**src/rtl/mem_arbiter.sv**
```systemverilog
// mem_arbiter
//   Round-robin arbiter sharing one single-port memory between an instruction
//   fetch port (read only) and a data port (read/write). Each transaction runs
//   IDLE -> ACCESS -> RESP. The granted port sees its waitrequest low for the
//   RESP cycle only. A waiting port is served straight from RESP, so requests
//   that are held on both ports alternate I, D, I, D.
//
//   Ports
//     clk, reset          clock, synchronous active-high reset
//     i_address/i_read    instruction fetch request
//     i_readdata          fetched word, held between completions
//     i_waitrequest       low only in the instruction completion cycle
//     d_address/d_read/d_write/d_writedata
//                         data request; read+write together is a plain write
//     d_readdata          read word, held between completions
//     d_waitrequest       low only in the data completion cycle
//     mem_*               shared memory; read data is combinational from
//                         mem_address, and a write lands on the clk edge that
//                         ends the ACCESS cycle
//
//   state  | meaning
//   IDLE   | no transaction; pick a winner when any request is pending
//   ACCESS | memory strobes driven for the granted port; read data captured
//   RESP   | granted port completes; hand over to the other port if it waits
module mem_arbiter #(
  parameter int ADDR_WIDTH = 32,
  parameter int DATA_WIDTH = 32
) (
  input  logic                  clk,
  input  logic                  reset,
  input  logic [ADDR_WIDTH-1:0] i_address,
  input  logic                  i_read,
  output logic [DATA_WIDTH-1:0] i_readdata,
  output logic                  i_waitrequest,
  input  logic [ADDR_WIDTH-1:0] d_address,
  input  logic                  d_read,
  input  logic                  d_write,
  input  logic [DATA_WIDTH-1:0] d_writedata,
  output logic [DATA_WIDTH-1:0] d_readdata,
  output logic                  d_waitrequest,
  output logic [ADDR_WIDTH-1:0] mem_address,
  output logic [DATA_WIDTH-1:0] mem_writedata,
  output logic                  mem_write,
  output logic                  mem_read,
  input  logic [DATA_WIDTH-1:0] mem_readdata
);

  typedef enum logic [1:0] {
    ST_IDLE   = 2'd0,
    ST_ACCESS = 2'd1,
    ST_RESP   = 2'd2
  } state_t;

  state_t                state_q, state_d;
  logic                  gnt_q, gnt_d;    // 0 = instruction, 1 = data
  logic                  last_q, last_d;  // port served most recently
  logic [DATA_WIDTH-1:0] i_rdata_q, i_rdata_d;
  logic [DATA_WIDTH-1:0] d_rdata_q, d_rdata_d;
  logic [ADDR_WIDTH-1:0] addr_q, addr_d;
  logic [DATA_WIDTH-1:0] wdata_q, wdata_d;

  logic                  i_req, d_req;
  logic                  acc_read, acc_write;
  logic [ADDR_WIDTH-1:0] sel_addr;
  logic [DATA_WIDTH-1:0] sel_wdata;

  assign i_req     = i_read;
  assign d_req     = d_read | d_write;
  assign sel_addr  = gnt_q ? d_address : i_address;
  // The fetch port has no write data, so the bus keeps its last value.
  assign sel_wdata = gnt_q ? d_writedata : wdata_q;
  // Read and write together on the data port is a write with no read strobe.
  assign acc_write = gnt_q & d_write;
  assign acc_read  = ~gnt_q | (d_read & ~d_write);

  always_comb begin
    state_d   = state_q;
    gnt_d     = gnt_q;
    last_d    = last_q;
    i_rdata_d = i_rdata_q;
    d_rdata_d = d_rdata_q;
    addr_d    = addr_q;
    wdata_d   = wdata_q;
    case (state_q)
      ST_IDLE: begin
        if (i_req || d_req) begin
          state_d = ST_ACCESS;
          // On a tie the port that was not served last wins.
          gnt_d   = (i_req && d_req) ? ~last_q : d_req;
        end
      end
      ST_ACCESS: begin
        state_d = ST_RESP;
        last_d  = gnt_q;
        addr_d  = sel_addr;
        wdata_d = sel_wdata;
        if (acc_read) begin
          if (gnt_q) d_rdata_d = mem_readdata;
          else       i_rdata_d = mem_readdata;
        end
      end
      ST_RESP: begin
        if (gnt_q ? i_req : d_req) begin
          state_d = ST_ACCESS;
          gnt_d   = ~gnt_q;
        end else begin
          state_d = ST_IDLE;
        end
      end
      default: state_d = ST_IDLE;
    endcase
  end

  always_ff @(posedge clk) begin
    if (reset) begin
      state_q   <= ST_IDLE;
      gnt_q     <= 1'b0;
      last_q    <= 1'b1;
      i_rdata_q <= '0;
      d_rdata_q <= '0;
      addr_q    <= '0;
      wdata_q   <= '0;
    end else begin
      state_q   <= state_d;
      gnt_q     <= gnt_d;
      last_q    <= last_d;
      i_rdata_q <= i_rdata_d;
      d_rdata_q <= d_rdata_d;
      addr_q    <= addr_d;
      wdata_q   <= wdata_d;
    end
  end

  // Strobes are gated by reset so an ACCESS cut short by reset never writes.
  assign mem_write     = ~reset & (state_q == ST_ACCESS) & acc_write;
  assign mem_read      = ~reset & (state_q == ST_ACCESS) & acc_read;
  assign mem_address   = (state_q == ST_ACCESS) ? sel_addr  : addr_q;
  assign mem_writedata = (state_q == ST_ACCESS) ? sel_wdata : wdata_q;

  assign i_readdata    = i_rdata_q;
  assign d_readdata    = d_rdata_q;
  assign i_waitrequest = reset | ~((state_q == ST_RESP) & ~gnt_q);
  assign d_waitrequest = reset | ~((state_q == ST_RESP) &  gnt_q);

endmodule

```
**config.mk**
```make
export PLATFORM = sky130hd
export DESIGN_NAME = mem_arbiter
export DESIGN_NICKNAME = d
export VERILOG_FILES = /design/src/rtl/mem_arbiter.sv
export SDC_FILE = /design/constraint.sdc
export NUM_CORES = 1
export LEC_CHECK = 0
export CORE_ASPECT_RATIO = 1.75
export CORE_MARGIN = 2
export CORE_UTILIZATION = 36
export DETAILED_ROUTE_END_ITERATION = 7
export MAX_ROUTING_LAYER = met4
export PLACE_DENSITY = 0.86
export SYNTH_ARGS = -nofsm -noshare
export SYNTH_HDL_FRONTEND = slang
export SYNTH_SLANG_ARGS = --single-unit
```
**constraint.sdc**
```tcl
create_clock -name clk -period 1.25 [get_ports clk]
set_input_delay 0.125 -clock clk [delete_from_list [all_inputs] [get_ports clk]]
set_output_delay 0.125 -clock clk [all_outputs]
set_load 0.01 [all_outputs]
```
==> metrics.md, run 1 <==
| Metric | Value |
|---|---|
| Synth Instances | 587 |
| Status | finished with violations |
| Skew final | 12.3 ps |
| Pin count of the biggest net entering global routing | 66 |
| CTS clock-pin slew for the worst setup and hold paths | 60 ps |
| Initial DRC count | 157 |
| Slew margin rel. | 0.777 |
| First-pass GRT wire length | 27.5 mm |
| Gr usage total | 0.233 |
| Post-synthesis net count | 720 |
| Critical path arrival | 1710 ps |
| Hold Fails Final Rpt | 0 |
| Detail Route Antenna Nets | 0 |
| Tcrit/Tclk final | 1.47 |
| Failing checks | negative setup slack |
| Fin cells | 1101 |
| Worst setup margin | -586 ps |
| Register area share after synthesis | 0.495 |
| Leak Pwr | 0.00469 uW |
| Setup crit start | state_q[1] |
| Hold WS | 192 ps |
| WL met1 | 7.08 mm |
| Fraction of layout cells with a size suffix above 1 | 0.417 |
| CP endpoint kind | primary output |
| Area growth syn-to-layout | 94.9% |
| WL per Instance | 19.0 um |
| Initial core utilization | 0.370 |
| Row cnt | 58 |
| Worst Setup Slack post-DPL | -473 ps |
| Vias | 5513 |
| Reg2reg start | gnt_q |
| Diodes inserted | 0 |
| Die Wd | 96.0 um |
| CTS tree | yes |
| Num CTS Buffers | 17 |
| IO Count | 265 |
| Worst VDD drop | 836 uV |
| Max-Cap Viols | 0 |
| Hold_sp | reset |
| Clock Path Buffers | 2 |
| Core area | 0.0144 mm2 |
| Synth area leader | dfxtp_1 |
| Grt ovf | 0 |
| GP Congestion | 0.808 |
| Nets | 1041 |
| CP Max Fanout | 5 |
| Worst Path Required | 1120 ps |
| Most frequent cells in the layout | 131 x clkdlybuf4s50_1, 129 x dfxtp_1, 102 x nand2_1, 64 x dlygate4sd2_1, 60 x buf_6 |
| Drt pass-1 iters | 4 |
| Port Buf Inserts | 264 |
| Fmax | 545 MHz |
| Routed wire length on met2 | 11.9 mm |
| Avg Inst Size Synth | 9.09 um2 |
| Inst Count DP | 1017 |
| Die outline height | 165 um |
| Slew Viols, Final | 0 |
| Area of the die | 0.0159 mm2 |
| Vias per inst | 5.01 |
| CTS H-tree depth | 4 |
| Min-delay worst type | input port to flop |
| Setup-failing EPs final | 192 |
| Dpl hpwl | 11.6 mm |
| Clock tree sinks | 132 |
| Initial antenna violation count | 0 |
| Post-Route WL | 20.9 mm |
| Pwr/cell area | 1260 mW/mm2 |
| Synthesized flop and latch total | 132 |
| Yosys synthesis warning count | 0 |
| Leading cell type in the layout, fill and taps excluded | clkdlybuf4s50_1 |
| Area share of the largest cell type after synthesis | 0.495 |
| Netlist cell types | 26 |
| DR WL met3 | 924 um |
| DR top layer | met4 |
| Number of global-route vias before repair | 5382 |
| Post-Syn Area | 0.00534 mm2 |
| Root buf cell | clkbuf_16 |
| Residual DRC | 0 |
| Tightest Pin Transition | 326 ps |
| Setup Crit Path Kind | flop to primary output |
| Setup TNS | -60610 ps |
| Final design utilization | 0.720 |
| Startpoint types | flop |
| Fin crit period | 1840 ps |
| RSZ-0062 raised after global routing | yes |
| Worst skew pair latency | 410 ps |
| Synth area leaders | dfxtp_1 50%, nand2_1 12%, mux2_4 7.9%, and2_1 7.5%, a21oi_1 6.1% |
[layer usage]
layer  vias to the layer above  GRT usage
met5                         -          -
met4                         0      0.123
met3                        64     0.0358
met2                       255      0.425
met1                      2619      0.233
li1                       2575          -
[sequential cells by signal, summed over array words and instances, names as in the netlist]
signal	count
addr_q	32
d_readdata	32
i_readdata	32
wdata_q	32
state_q	2
gnt_q	1
last_q	1
[per-stage QoR]
stage                     instance area [um2]  total power (uW)
final                                   10400             13100
after global routing                    10400             13600
after CTS                                9420             12500
after detailed placement                 8320              6840
after global placement                   8320              6800
after floorplan                          5400              5590
[critical path, stage by stage, from the launching register on]
cell       delay (ps)
dfxtp_4           360
nand3b_4          190
buf_12            160
clkbuf_16         160
mux2_4            310
buf_6             120
[synth_stat cells]
cell type  count
a211oi_1       2
a21oi_1       65
and2_1        64
buf_2         14
buf_4          4
buf_6          8
clkbuf_1      18
dfxtp_1      132
inv_1          1
mux2_2         4
mux2_4        28
mux2i_1       32
nand2_1      164
nand2b_1       4
nand3b_4       1
nor2_1         3
nor2_2         1
nor3_1         1
nor3b_1        1
o211ai_1       1
o21ai_0       33
o21bai_1       2
o311a_1        1
or2_1          1
or2_2          1
or3_1          1
[area by class of cell]
type / instances / area, um2
clock buffers: 18 / 429
clock inverters: 14 / 203
well taps: 180 / 225
fillers: 933 / 4040
multi-input cells: 412 / 3300
inverters: 1 / 3.75
repair buffers: 344 / 3590
flip-flops and latches: 132 / 2650
[power breakdown]
part | total [uW] | leakage [uW] | internal, uW | switching [uW]
logic | 3260 | 0.00331 | 1820 | 1440
registers | 4540 | 0.00107 | 4420 | 118
clock network | 5330 | 0.000305 | 3370 | 1960
total | 13100 | 0.00469 | 9610 | 3510
[logic make-up after synthesis]
logic type | Yosys count | synth area share
muxes | 64 | 0.147
buffers and inverters | 45 | 0.0490
and+or+nand+nor | 242 | 0.208
AOI/OAI and AO/OA | 104 | 0.101
DFF | 132 | 0.495
[timing repair]
action / CTS / global route
resized for setup: 442 / 213
pin swaps: 10 / 79
hold buffers: 0 / 0
cloned: 10 / 9
setup buffers: 27 / 13
setup endpoints to repair: 240 / 194
[worst paths after layout]
kind / endpoint / slack, ps / cells after the start
setup reg to reg: i_readdata[8] / -350 / 9
setup / recovery: mem_writedata[10] / -590 / 5
hold / removal: d_readdata[19] / 190 / 3
hold reg to reg: d_readdata[14] / 440 / 2
Note: power is estimated with default switching activity, not from simulation.
==> inputs of run 2 (changes only) <==
--- a/config.mk
+++ b/config.mk
@@ -5,9 +5,10 @@
 export SDC_FILE = /design/constraint.sdc
 export NUM_CORES = 1
 export LEC_CHECK = 0
+export ABC_AREA = 1
 export CORE_ASPECT_RATIO = 1.75
 export CORE_MARGIN = 2
-export CORE_UTILIZATION = 36
+export CORE_UTILIZATION = 37
 export DETAILED_ROUTE_END_ITERATION = 7
 export MAX_ROUTING_LAYER = met4
 export PLACE_DENSITY = 0.86
==> metrics.md, run 2 <==
| Metric | Value |
|---|---|
| Leading cell type in the layout, fill and taps excluded | clkdlybuf4s50_1 (unchanged) |
| Row cnt | 59 (was 58) |
| Vias per inst | 5.53 (was 5.01) |
| CP endpoint kind | primary output (unchanged) |
| Post-Syn Area | 0.00565 mm2 (was 0.00534 mm2) |
| Nets | 1361 (was 1041) |
| Initial antenna violation count | 2 (was 0) |
| Num CTS Buffers | 17 (unchanged) |
| Fillers | 699 (was 933) |
| Gr usage total | 0.302 (was 0.233) |
| Failing checks | negative hold slack, negative setup slack (was negative setup slack) |
| Skew final | 24.8 ps (was 12.3 ps) |
| WL per Instance | 23.3 um (was 19.0 um) |
| Max-Cap Viols | 0 (unchanged) |
| Area growth syn-to-layout | 122% (was 94.9%) |
| Fraction of layout cells with a size suffix above 1 | 0.508 (was 0.417) |
| Register Area | 0.00265 mm2 (about the same) |
| Min-delay worst type | input port to flop (unchanged) |
| Critical path arrival | 1820 ps (was 1710 ps) |
| Slew margin rel. | 0.571 (was 0.777) |
| First-pass GRT wire length | 38.4 mm (was 27.5 mm) |
| Number of synthesized flops with an enable pin | 0 (unchanged) |
| Vias | 7890 (was 5513) |
| Fraction of registers with async set/reset | 0 (unchanged) |
| Area of the die | 0.0163 mm2 (was 0.0159 mm2) |
| Worst skew pair latency | 420 ps (was 410 ps) |
| Setup Crit Path Kind | flop to primary output (unchanged) |
| Netlist cell types | 22 (was 26) |
| Final design utilization | 0.842 (was 0.720) |
| Top_reg_cell synth | dfxtp_1 (unchanged) |
| Area share of the largest cell type after synthesis | 0.468 (was 0.495) |
| Detail Route Antenna Nets | 0 (unchanged) |
| Fmax | 513 MHz (was 545 MHz) |
| Worst Setup Slack post-DPL | -498 ps (was -473 ps) |
| Setup-failing EPs final | 196 (was 192) |
| CTS tree | yes (unchanged) |
| Synth area leaders | dfxtp_1 47%, nand2_1 10%, nor2_1 8.8%, inv_1 6.7%, a211oi_2 6.2% (was dfxtp_1 50%, nand2_1 12%, mux2_4 7.9%, and2_1 7.5%, a21oi_1 6.1%) |
| Post-synthesis net count | 904 (was 720) |
| CTS clock-pin slew for the worst setup and hold paths | 60 ps (about the same) |
| Pwr/cell area | 1210 mW/mm2 (was 1260 mW/mm2) |
| Clock Path Buffers | 2 (unchanged) |
| Dpl hpwl | 14.3 mm (was 11.6 mm) |
| Grt ovf | 0 (unchanged) |
| Fin cells | 1427 (was 1101) |
| Setup TNS | -87450 ps (was -60610 ps) |
| Multi-input logic area | 0.00372 mm2 (was 0.00330 mm2) |
| Leak Pwr | 0.00599 uW (was 0.00469 uW) |
| Avg Inst Size Synth | 7.33 um2 (was 9.09 um2) |
| Die outline height | 167 um (was 165 um) |
| IO Count | 265 (unchanged) |
| Status | finished with violations (unchanged) |
| Core area | 0.0149 mm2 (was 0.0144 mm2) |
| Dominant cell by count in the synthesized netlist | nand2_1 (unchanged) |
| Worst setup margin | -699 ps (was -586 ps) |
| Initial core utilization | 0.379 (was 0.370) |
| Initial DRC count | 557 (was 157) |
| Tcrit/Tclk final | 1.56 (was 1.47) |
| GP Congestion | 0.877 (was 0.808) |
| Synthesized flop and latch total | 132 (unchanged) |
| Yosys synthesis warning count | 0 (unchanged) |
| Tightest Pin Transition | 644 ps (was 326 ps) |
| Die Wd | 97.4 um (was 96.0 um) |
| Number of global-route vias before repair | 7531 (was 5382) |
| CTS H-tree depth | 4 (unchanged) |
| Slew Viols, Final | 0 (unchanged) |
| Residual DRC | 0 (unchanged) |
| Synth area leader | dfxtp_1 (unchanged) |
| Register area share after synthesis | 0.468 (was 0.495) |
| Synth Instances | 771 (was 587) |
| Drt pass-1 iters | 7 (was 4) |
| Inst Count DP | 1313 (was 1017) |
| Worst Path Required | 1120 ps (about the same) |
| Post-Route WL | 33.3 mm (was 20.9 mm) |
| RSZ-0062 raised after global routing | yes (unchanged) |
| Worst VDD drop | 1150 uV (was 836 uV) |
| Root buf cell | clkbuf_16 (unchanged) |
| Fin crit period | 1950 ps (was 1840 ps) |
| Hold Fails Final Rpt | 1 (was 0) |
| Pin count of the biggest net entering global routing | 42 (was 66) |
| CP Max Fanout | 6 (was 5) |
| Most frequent cells in the layout | 131 x clkdlybuf4s50_1, 129 x dfxtp_1, 117 x buf_4, 90 x buf_6 (was 131 x clkdlybuf4s50_1, 129 x dfxtp_1, 102 x nand2_1, 64 x dlygate4sd2_1, 60 x buf_6) |
| Hold WS | -38.6 ps (was 192 ps) |
| Startpoint types | flop (unchanged) |
| Port Buf Inserts | 264 (unchanged) |
| Synth cell count leaders | 150 x nand2_1, 132 x dfxtp_1, 132 x nor2_1, 101 x inv_1, 40 x o21ai_0 (was 164 x nand2_1, 132 x dfxtp_1, 65 x a21oi_1, 64 x and2_1, 33 x o21ai_0) |
| Clock tree sinks | 132 (unchanged) |
==> run 2: worst max-delay path, cell delays in order (launching register included) <==
cell and delay (ps):
dfxtp_4 360, buf_6 120, nor2_4 170, nand2_8 130, buf_12 170, buf_6 120
nand2_4 60, inv_4 40, a21oi_2 100, buf_2 150
==> run 2: final cells by class <==
type / count / share of cell area
clock inverter: 14 / 0.0122
inverter: 106 / 0.0367
antenna: 3 / 0.000598
multi-input combinational: 486 / 0.296
timing repair buffer: 485 / 0.391
clock buffer: 18 / 0.0342
tap: 183 / 0.0182
sequential: 132 / 0.211
==> run 2: report_power, final <==
| part | internal, uW | switching, uW |
|---|---|---|
| combinational | 2680 | 2710 |
| clock | 2970 | 2120 |
| sequential | 4560 | 179 |
==> run 2: worst paths after layout <==
check | cells past startpoint | to | slack, ps | startpoint
hold / removal | 2 | state_q[1] | -40 | reset
setup reg to reg | 10 | d_readdata[10] | -640 | state_q[1]
setup / recovery | 9 | mem_writedata[5] | -700 | state_q[1]
hold reg to reg | 2 | addr_q[21] | 480 | addr_q[21]
==> run 2: through the flow <==
| stage | cell area (um2) | total power (uW) |
|---|---|---|
| after floorplan | 5790 | 6230 |
| after global placement | 9580 | 8370 |
| after detailed placement | 9580 | 8450 |
| after CTS | 11200 | 13900 |
| after global routing | 12600 | 15600 |
| final | 12600 | 15200 |
==> run 2: cell families after synthesis <==
family / Yosys count / synth area share
compound gates: 163 / 0.190
simple gates: 323 / 0.228
buf+inv: 153 / 0.115
flops: 132 / 0.468
==> run 2: timing repair <==
item                                    in CTS  in global routing
gates resized for setup                    555                331
hold endpoints to repair                     1                  1
endpoints found under the setup margin     246                193
cloned                                      13                  8
pin swaps                                   39                 77
buffers inserted                            47                 49
==> run 2: metal layers <==
| metal | share of wire | routed length [um] | track usage |
|---|---|---|---|
| met5 | 0 | 0 | - |
| met4 | 0.081 | 2690 | 0.141 |
| met3 | 0.062 | 2050 | 0.0513 |
| met2 | 0.52 | 17400 | 0.552 |
| met1 | 0.34 | 11100 | 0.311 |
